### src/rtl/dot_acc8_pkg.sv
// Shared definitions for the dot-product accumulator: product width, state type, width helper.
package dot_acc8_pkg;

  localparam int unsigned PROD_W   = 16;
  localparam int unsigned MAX_PROD = 65025;

  typedef enum logic {
    IDLE = 1'b0,
    ACC  = 1'b1
  } state_e;

  function automatic int unsigned clog2_f(input int unsigned n);
    int unsigned r;
    r = 0;
    for (int unsigned v = n - 1; v > 0; v = v >> 1) r++;
    return r;
  endfunction

endpackage

### src/rtl/dot_acc8_outreg.sv
// Single-entry valid/ready output register; a load while full and not draining is dropped and flagged.
module dot_acc8_outreg #(
  parameter int unsigned W = 20
) (
  input  logic         clk,
  input  logic         rst,
  input  logic         load,
  input  logic [W-1:0] in_data,
  input  logic         rdy,
  output logic [W-1:0] out_data,
  output logic         vld,
  output logic         ovr
);

  logic [W-1:0] data_q, data_d;
  logic         vld_q, vld_d;
  logic         ovr_q, ovr_d;

  always_ff @(posedge clk or posedge rst) begin
    if (rst) begin
      data_q <= '0;
      vld_q  <= 1'b0;
      ovr_q  <= 1'b0;
    end else begin
      data_q <= data_d;
      vld_q  <= vld_d;
      ovr_q  <= ovr_d;
    end
  end

  // A handshake on the same edge frees the slot for the incoming load.
  always_comb begin
    data_d = data_q;
    vld_d  = vld_q;
    ovr_d  = ovr_q;
    if (vld_q && rdy) vld_d = 1'b0;
    if (load) begin
      if (!vld_q || rdy) begin
        data_d = in_data;
        vld_d  = 1'b1;
      end else begin
        ovr_d = 1'b1;
      end
    end
  end

  assign out_data = data_q;
  assign vld      = vld_q;
  assign ovr      = ovr_q;

endmodule

### src/rtl/dot_acc8.sv
// Accumulates N_TERMS unsigned products into a sum and hands each sum to a valid/ready output register.
module dot_acc8
  import dot_acc8_pkg::*;
#(
  parameter  int unsigned N_TERMS = 8,
  parameter  int unsigned ACC_W   = 20,
  localparam int unsigned CNT_W   = clog2_f(N_TERMS)
) (
  input  logic              clk,
  input  logic              rst,
  input  logic [PROD_W-1:0] prod_in,
  input  logic              prod_vld,
  input  logic              clr,
  output logic [ACC_W-1:0]  sum_out,
  output logic              sum_vld,
  input  logic              sum_rdy,
  output logic              busy,
  output logic [CNT_W-1:0]  term_cnt,
  output logic              ovr
);

  if (N_TERMS < 2 || N_TERMS > 256) begin : g_bad_terms
    $error("dot_acc8: N_TERMS must be in 2..256");
  end
  if (ACC_W < PROD_W + CNT_W) begin : g_bad_width
    $error("dot_acc8: ACC_W too narrow for N_TERMS full-scale products");
  end

  state_e           state_q, state_d;
  logic [ACC_W-1:0] acc_q, acc_d;
  logic [CNT_W-1:0] cnt_q, cnt_d;
  logic [ACC_W-1:0] sum_c;
  logic             done_c;

  always_ff @(posedge clk or posedge rst) begin
    if (rst) begin
      state_q <= IDLE;
      acc_q   <= '0;
      cnt_q   <= '0;
    end else begin
      state_q <= state_d;
      acc_q   <= acc_d;
      cnt_q   <= cnt_d;
    end
  end

  // clr wins over a same-cycle product; the last product of a vector returns to IDLE.
  always_comb begin
    state_d = state_q;
    acc_d   = acc_q;
    cnt_d   = cnt_q;
    done_c  = 1'b0;
    sum_c   = acc_q + ACC_W'(prod_in);
    if (clr) begin
      state_d = IDLE;
      acc_d   = '0;
      cnt_d   = '0;
    end else if (prod_vld) begin
      case (state_q)
        IDLE: begin
          state_d = ACC;
          acc_d   = ACC_W'(prod_in);
          cnt_d   = CNT_W'(1);
        end
        ACC: begin
          if (cnt_q == CNT_W'(N_TERMS - 1)) begin
            done_c  = 1'b1;
            state_d = IDLE;
            acc_d   = '0;
            cnt_d   = '0;
          end else begin
            acc_d = sum_c;
            cnt_d = cnt_q + CNT_W'(1);
          end
        end
        default: state_d = IDLE;
      endcase
    end
  end

  assign busy     = (state_q == ACC);
  assign term_cnt = cnt_q;

  dot_acc8_outreg #(.W(ACC_W)) u_outreg (
    .clk      (clk),
    .rst      (rst),
    .load     (done_c),
    .in_data  (sum_c),
    .rdy      (sum_rdy),
    .out_data (sum_out),
    .vld      (sum_vld),
    .ovr      (ovr)
  );

endmodule

### config.mk
export PLATFORM = sky130hd
export DESIGN_NAME = dot_acc8
export DESIGN_NICKNAME = d
export VERILOG_FILES = /design/src/rtl/dot_acc8_pkg.sv /design/src/rtl/dot_acc8_outreg.sv /design/src/rtl/dot_acc8.sv
export SDC_FILE = /design/constraint.sdc
export NUM_CORES = 1
export LEC_CHECK = 0
export ABC_CLOCK_PERIOD_IN_PS = 2500
export CAP_MARGIN = 5
export CORE_MARGIN = 2
export CORE_UTILIZATION = 30
export CTS_CLUSTER_DIAMETER = 120
export DETAILED_ROUTE_END_ITERATION = 10
export GPL_TIMING_DRIVEN = 0
export HOLD_SLACK_MARGIN = 0.03
export PLACE_DENSITY = 0.61
export SYNTH_ARGS = -nofsm -noshare
export SYNTH_HDL_FRONTEND = slang
export SYNTH_SLANG_ARGS = --single-unit
### constraint.sdc
create_clock -name clk -period 2.5 [get_ports clk]
set_input_delay 0.25 -clock clk [delete_from_list [all_inputs] [get_ports clk]]
set_output_delay 0.25 -clock clk [all_outputs]
set_load 0.03 [all_outputs]
## After elaboration in Yosys (flattened, before gate mapping)

Index checks and enable logic that the tools add are counted.

- Output and inout port bits: 26
- Flip-flop bits (word level): 46

- Add/sub/neg operators: 2
- Bitwise logic cells: 2
- Reduce and logical (&&, ||, !) cells: 6
- Mux-type cells: 19
- Equality and inequality tests: 1

Operator list:

| operator | count |
|---|---|
| 20-bit two-way mux | 3 |
| 20-bit case mux with 2 select lines | 1 |
| 20-bit by 16-bit adder with 20-bit output | 1 |
| 1-bit two-way mux | 10 |
| 3-bit two-way mux | 3 |
| 3-bit case mux with 2 select lines | 1 |
| 2-bit AND reduction | 2 |
| 3-bit by 1-bit adder with 3-bit output, second input constant | 1 |
| 3-bit == test, second input constant | 1 |
| 1-bit inverter | 2 |
| 1-bit case mux with 2 select lines | 1 |
| 2-bit nonzero test | 1 |
| 1-bit logical AND | 1 |
| 1-bit zero test | 1 |
| 1-bit logical OR | 1 |

## Longest topological paths before layout

Gate-level depths: netlist (run 1).

- Depth in word-level cells: 6
- Gate-level depth with buffers: 10
- Depth with buffers taken out: 10

## By module

A second synthesis (run 1) with hierarchy kept.

- Cells, all modules: 320
- Area total of the unflattened synthesis: 3148.0 um2

By module, submodules not included:

| module | cells an instance | instances | area an instance (um2) | sequential area each (um2) |
|---|---|---|---|---|
| dot_acc8 | 270 | 1 | 2213.4 | 600.6 |
| dot_acc8_outreg | 50 | 1 | 934.6 | 550.5 |

## Least setup slack after synthesis (run 1)

No wires, ideal clock.

- Path type: reg-to-reg
- Start point: register acc_q[0]
- End point: register acc_q[12]
- Slack: 336 ps
- Data required time: 2373 ps
- Arrival time: 2037 ps
- Cell stages (with the launch flop): 11
- Buffers on the path: 0
- Clock period less this slack: 2164 ps
- Cells stage by stage: dfrtp_1 > ha_1 > inv_1 > fa_1 > nor2b_2 > o211ai_1 > a21oi_2 > a31oi_2 > xnor2_1 > a222oi_1 > inv_1

- Cells in the longest elaborated chain, start to end: 5

RTL lines:

| what | RTL line | source |
|---|---|---|
| start: declaration | dot_acc8.sv:30 | `logic [ACC_W-1:0] acc_q, acc_d;` |
| start signal: assignment | dot_acc8.sv:38 | `acc_q <= '0;` |
| start signal: assignment | dot_acc8.sv:42 | `acc_q <= acc_d;` |
| 20-bit by 16-bit adder with 20-bit output | dot_acc8.sv:53 | `sum_c = acc_q + ACC_W'(prod_in);` |
| 20-bit two-way mux | dot_acc8.sv:66 | `if (cnt_q == CNT_W'(N_TERMS - 1)) begin` |
| 20-bit case mux with 2 select lines | dot_acc8.sv:59 | `case (state_q)` |
| 20-bit two-way mux | dot_acc8.sv:58 | `end else if (prod_vld) begin` |
| 20-bit two-way mux | dot_acc8.sv:54 | `if (clr) begin` |

Every way passes these cells. The select of a mux whose other input is x is not followed.
A chain may end at the register's enable or synchronous reset.

## Worst setup path after layout (run 1)

- Start point: input prod_in[0]
- End point: register acc_q[12]

- Cells in the longest elaborated chain, start to end: 5

RTL lines:

| what | RTL line | source |
|---|---|---|
| start: declaration | dot_acc8.sv:11 | `input logic [PROD_W-1:0] prod_in,` |
| 20-bit by 16-bit adder with 20-bit output | dot_acc8.sv:53 |  |
| 20-bit two-way mux | dot_acc8.sv:66 |  |
| 20-bit case mux with 2 select lines | dot_acc8.sv:59 |  |
| 20-bit two-way mux | dot_acc8.sv:58 |  |
| 20-bit two-way mux | dot_acc8.sv:54 |  |

Every way passes these cells. The select of a mux whose other input is x is not followed.

==> results of run 1 <==
[path summary, 6_finish.rpt]
| kind | end | slack [ns] | cells after the start |
|---|---|---|---|
| worst max-delay path | acc_q[12] | 0.16 | 11 |
| worst min-delay path | acc_q[1] | 0.28 | 2 |
| worst max register to register | u_outreg.out_data[18] | 0.25 | 10 |
| worst min register to register | u_outreg.out_data[14] | 0.48 | 2 |
| max in group asynchronous | acc_q[15] | 1.73 | 3 |
| min in group clk | busy | 0.32 | 2 |
[power breakdown]
group	total [mW]	switching, mW	internal [mW]	leakage [nW]
clock network	0.483	0.260	0.224	0.0482
registers	0.788	0.0173	0.770	0.629
logic	0.394	0.221	0.173	0.799
total	1.67	0.498	1.17	1.48
[layout make-up]
class,count,area (um^2)
well taps,108,135
fillers,900,5290
inverters,11,41.3
repair buffers,47,475
flip-flops and latches,46,1150
multi-input cells,207,1450
clock inverters,1,5.00
clock buffers,7,86.3
plain buffers,12,52.6
[per-stage QoR]
step | utilization [%] | TNS (ns) | area [um^2] | hold slack (ns) | std cells
floorplan | - | 0 | 2670 | 0.375 | 276
finish | 39.1 | 0 | 3390 | 0.276 | 439
global placement | 37.4 | -2.99 | 3250 | 0.461 | 428
global route | 39.1 | 0 | 3390 | 0.333 | 439
CTS | 38.8 | 0 | 3370 | 0.301 | 438
detailed placement | 37.7 | -3.36 | 3270 | 0.461 | 429
[timing repair]
| item | 4_1_cts | 5_1_grt |
|---|---|---|
| cloned | 0 | 0 |
| setup buffers | 1 | 1 |
| resized for setup | 0 | 6 |
| pin swaps | 1 | 4 |
| setup endpoints to repair | 3 | 8 |
[worst max-delay path: cells and delay by family]
kind / cells / cell delay [ns]
AO/OA/AOI/OAI: 4 / 0.79
buffers and inverters: 3 / 0.62
adder cells (fa/ha/maj): 2 / 0.56
XOR/XNOR: 1 / 0.17
AND/OR/NAND/NOR: 1 / 0.14
[cells in the final DEF, fill, tap and decap left out, types with 3 or more instances in the layout]
cell	n
o21ai_1	7
nand2_1	25
ha_1	17
clkbuf_1	12
o22ai_1	3
mux2_2	4
clkdlybuf4s50_1	44
nand2b_1	7
nor2b_1	4
o211ai_1	4
a22oi_1	10
clkbuf_8	6
o21ai_0	32
dfrtp_1	46
nand3_1	6
o21a_1	3
o21bai_1	4
a21o_1	7
xnor2_1	10
inv_1	10
nor2_1	10
a222oi_1	3
xor2_1	6
a21oi_1	11
a211oi_1	4
[sequential cells by signal, indices dropped and copies added (netlist names)]
name / count
acc_q: 20
u_outreg.out_data: 20
term_cnt: 3
busy: 1
u_outreg.ovr: 1
u_outreg.vld: 1
[synth_stat cells (all sizes together), types with 3 or more instances]
library cell | number | share of area, %
o22ai | 3 | 0.70
mux2 | 4 | 1.7
a21oi | 13 | 2.6
xnor2 | 11 | 3.6
o211ai | 4 | 1.1
dfrtp | 46 | 43
a222oi | 3 | 1.1
a211oi | 6 | 2.1
nor2 | 11 | 1.6
a21o | 7 | 2.0
nand2 | 25 | 3.5
inv | 11 | 1.5
a22oi | 10 | 2.8
o21ai | 39 | 7.3
o21bai | 4 | 1.1
nand3 | 6 | 1.1
o21a | 3 | 0.84
nand2b | 7 | 1.6
nor2b | 5 | 1.3
ha | 18 | 8.4
clkbuf | 11 | 1.5
xor2 | 6 | 2.0
[cell families (layout without fill, tap and decap cells)]
group / Yosys count / in the layout / synth area share, %
AND/OR/NAND/NOR: 64 / 64 / 11.7
XOR/XNOR: 17 / 17 / 5.57
flip-flops: 46 / 46 / 43.1
adder cells (fa/ha/maj): 19 / 19 / 9.17
buffers and inverters: 23 / 78 / 3.51
AO/OA/AOI/OAI: 103 / 103 / 25.4
multiplexers: 4 / 4 / 1.68
[per-layer routing]
metal	part of all wire (%)	routed length, um	track usage [%]
met1	49	3130	20.6
met4	1.3	86	4.53
met5	0	0	0
met3	4.5	290	2.79
met2	45	2870	21.8
==> impl_metrics.tcl, run 1 <==
set metrics [dict create \
    grtUsageTotal_pct 14.3 \
    start_util_pct 30.8 \
    io_buffer_count 44 \
    die_w_um 98.4 \
    avgSynthCellArea_um2 9.69 \
    setup_viol 0 \
    grt_max_degree 27 \
    reg2reg_from "acc_q[0]" \
    crit_start "prod_in[0]" \
    p_leak_nw 1.48 \
    die_area_um2 9680 \
    wl_per_cell_um 14.5 \
    syn_area_um2 2670 \
    vias 2197 \
    synth_edf_count 0 \
    finalWeightedCongestion 0.818 \
    clock_skew_ns 0.00682 \
    clockRootBuffer "clkbuf_8" \
    numClockSinks 46 \
    place_worst_setup_slack_ns -0.417 \
    yosysWarnings 0 \
    fin_crit_sh_pct 93.6 \
    grt_pass1_wl_um 11200 \
    maxSlewViolCount 0 \
    critPathRequiredTime_ns 2.69 \
    ioPinCount 47 \
    antenna_found_initial 0 \
    p_per_area_nw_per_um2 491 \
    worstSetupPathType "input port to register" \
    period_needed_ns 2.34 \
    coreArea_um2 8680 \
    synth_fp_nets 316 \
    outcome "finished, final reports clean" \
    drive_gt1_share_pct 8.76 \
    overflow 0 \
    area_delta_synth_final_pct 26.9 \
    cp_cell_sequence "clkdlybuf4s50_1, ha_2, inv_1, fa_2, nor2b_2, o211ai_1, a21oi_2, a31oi_2, xnor2_1, a222oi_1, inv_1" \
    worstPathMaxFanout 3 \
    clkLatencyLatePin_ns 0.30 \
    hp-class "input port to asynchronous set/reset pin" \
    first_global_vias 2282 \
    async_flop_share_pct 100 \
    hold_violations 0 \
    rsz0062_at_grt "no" \
    drc 0 \
    drt_iter0_drc 104 \
    cts_tree "built" \
    nets 370 \
    cts_buffers 5 \
    dr.pass1.iters 4 \
    critPathLaunchType "input port" \
    arrival_ns 2.53 \
    cpMaxStageDelayCell "clkdlybuf4s50_1" \
    power_mw 1.67 \
    ys_types 47 \
    slew_headroom_pct 51.7 \
    die_y_um 98.4 \
    cpMostUsedCell "inv_1" \
    detail-route-antenna-nets 0 \
    worstMarginPinSlew_ns 0.722 \
    ys_seq_area_share_pct 43.1 \
    setup_ws_ns 0.160 \
    cap_viol_max_count 0 \
    vias_per_cell 5.00 \
    timing.fmax_ghz 0.427 \
    clkTransAtPathRegs_ns 0.09 \
    peakVddDrop_mv 0.180 \
    postCtsHoldBufs 0 \
    synthCells 276 \
    htreeDepth 2 \
    routed_wl_um 6380 \
    cp-end-kind "register" \
    diodes 0 \
    ys.flop_type "dfrtp_1" \
    cts_buffer_depth 2 \
    hpwl_um 4780 \
    ys_ff_latch 46 \
    rows 34 \
    cpPeakStageDelay_ns 0.50 \
]
(Power assumes the default switching activity.)
==> run 2, diff against run 1 <==
--- a/config.mk
+++ b/config.mk
@@ -6,14 +6,15 @@
 export NUM_CORES = 1
 export LEC_CHECK = 0
 export ABC_CLOCK_PERIOD_IN_PS = 2500
-export CAP_MARGIN = 5
+export CAP_MARGIN = 15
 export CORE_MARGIN = 2
-export CORE_UTILIZATION = 30
+export CORE_UTILIZATION = 53
 export CTS_CLUSTER_DIAMETER = 120
 export DETAILED_ROUTE_END_ITERATION = 10
 export GPL_TIMING_DRIVEN = 0
 export HOLD_SLACK_MARGIN = 0.03
-export PLACE_DENSITY = 0.61
+export PLACE_DENSITY = 0.91
+export SLEW_MARGIN = 15
 export SYNTH_ARGS = -nofsm -noshare
 export SYNTH_HDL_FRONTEND = slang
 export SYNTH_SLANG_ARGS = --single-unit
==> run 2 against run 1 <==
Register-to-register slack worse by 0.12 ns. First-iteration DRC count up 69%. Flip-flop and latch count unchanged. Utilization up 31 points. Cell area down 1.7%. Die area down 42%. Sequential share of layout area up 0.57 points. Clock power down 3%. Clock skew down 0.0035 ns. Power down 0.51%. Fmax down 2.4%.
==> impl_metrics.tcl, run 2 (synthesized netlist as in run 1, its figures left out) <==
set metrics [dict create \
    outcome "finished, final reports clean" \
    detail-route-antenna-nets 0 \
    coreArea_um2 4790 \
    p_per_area_nw_per_um2 497 \
    first_global_vias 2318 \
    worstSetupPathType "input port to register" \
    ff2ff_path_depth 8 \
    cts_tree "built" \
    crit_start "prod_in[1]" \
    io_buffer_count 44 \
    worstMarginPinSlew_ns 0.678 \
    diodes 0 \
    finalNonFillerCells 398 \
    cap_viol_max_count 0 \
    crit_end "acc_q[15]" \
    htreeDepth 2 \
    drc 0 \
    die_w_um 75.0 \
    period_needed_ns 2.40 \
    ioPinCount 47 \
    timing.fmax_ghz 0.417 \
    reg2reg_from "acc_q[4]" \
    setup_ws_ns 0.101 \
    clockRootBuffer "clkbuf_8" \
    routed_wl_um 6370 \
    mostFrequentLayoutCells "dfrtp_1, clkdlybuf4s50_1, o21ai_0" \
    grt_pass1_wl_um 10400 \
    die_y_um 75.0 \
    finalWeightedCongestion 0.882 \
    dr.pass1.iters 4 \
    hpwl_um 4710 \
    vias 2334 \
    rows 25 \
    grt_max_degree 25 \
    final_common_cell "dfrtp_1" \
    critPathRequiredTime_ns 2.67 \
    clkTransAtPathRegs_ns 0.09 \
    setup_tns_ns 0 \
    clkLatencyLatePin_ns 0.31 \
    die_area_um2 5630 \
    arrival_ns 2.57 \
    place_inst 388 \
    wl_per_cell_um 16.0 \
    peakVddDrop_mv 0.303 \
    slew_headroom_pct 54.6 \
    drive_gt1_share_pct 8.46 \
    setup_viol 0 \
    worstPathMaxFanout 3 \
    antenna_found_initial 0 \
    maxSlewViolCount 0 \
    r2r_slack_ns 0.13 \
    regToRegEndpoint "acc_q[15]" \
    critPathLaunchType "input port" \
    numClockSinks 46 \
    cts_buffers 5 \
    clock_skew_ns 0.00336 \
    hold_violations 0 \
    drt_iter0_drc 176 \
    start_util_pct 55.9 \
    p_leak_nw 1.47 \
    fin_crit_sh_pct 95.9 \
    place_worst_setup_slack_ns -0.399 \
    grtUsageTotal_pct 24.5 \
    hp-class "input port to asynchronous set/reset pin" \
    vias_per_cell 5.86 \
    cp-end-kind "register" \
    cts_buffer_depth 2 \
    area_delta_synth_final_pct 24.8 \
    nets 370 \
    overflow 0 \
    postCtsHoldBufs 0 \
    nFillCells 378 \
]
run 2: per-layer routing:
layer  up-vias  track usage, %  routed length [um]
met1      1137            29.9                2800
met4         0            10.9                 107
met5         -               0                   0
li1       1121               -                   -
met3        13            5.09                 315
met2        63            41.5                3150
run 2: repair_timing:
| action | in CTS | in global routing |
|---|---|---|
| gates resized for setup | 0 | 3 |
| setup buffers | 1 | 1 |
| pin swaps | 1 | 1 |
| setup endpoints to repair | 3 | 9 |
| endpoints found under the hold margin | 0 | 0 |
run 2: layout make-up:
type	count	area [um^2]	share of cell area, %
Multi-Input combinational cell	207	1430	43.0
Sequential cell	46	1150	34.5
Timing Repair Buffer	47	483	14.5
Tap cell	67	83.8	2.51
Clock buffer	5	68.8	2.06
Buffer	12	52.6	1.58
Inverter	11	41.3	1.24
Clock inverter	3	21.3	0.638
run 2: worst min path at each step:
stage,startpoint,to,slack (ns)
after floorplan,prod_in[12],acc_q[12],0.38
after CTS,rst,term_cnt[2],0.31
after global placement,u_outreg.out_data[11],u_outreg.out_data[11],0.46
after detailed placement,u_outreg.ovr,u_outreg.ovr,0.46
final,rst,term_cnt[2],0.31
after global routing,rst,term_cnt[2],0.33
run 2: worst max-delay path: stages:
cell and delay, ns:
clkdlybuf4s50_1 0.47, ha_1 0.35, a211oi_1 0.24, o21ai_1 0.17, o21a_1 0.25, nor2_1 0.21
o21bai_1 0.14, xnor2_1 0.33, a31oi_1 0.15
run 2: through the flow:
stage | total power, mW | utilization (%) | hold WS [ns] | area [um^2]
6_report | 1.66 | 69.7 | 0.306 | 3340
5_1_grt | 1.73 | 69.7 | 0.334 | 3340
4_1_cts | 1.66 | 69.4 | 0.312 | 3320
3_5_place_dp | 1.19 | 67.4 | 0.461 | 3230
3_3_place_gp | 1.16 | 66.8 | 0.460 | 3200
2_1_floorplan | 1.07 | - | 0.375 | 2670
run 2: report_power, final:
part / switching [mW] / total [mW] / internal (mW)
Combinational: 0.226 / 0.398 / 0.172
Sequential: 0.0185 / 0.789 / 0.770
Clock: 0.273 / 0.470 / 0.197
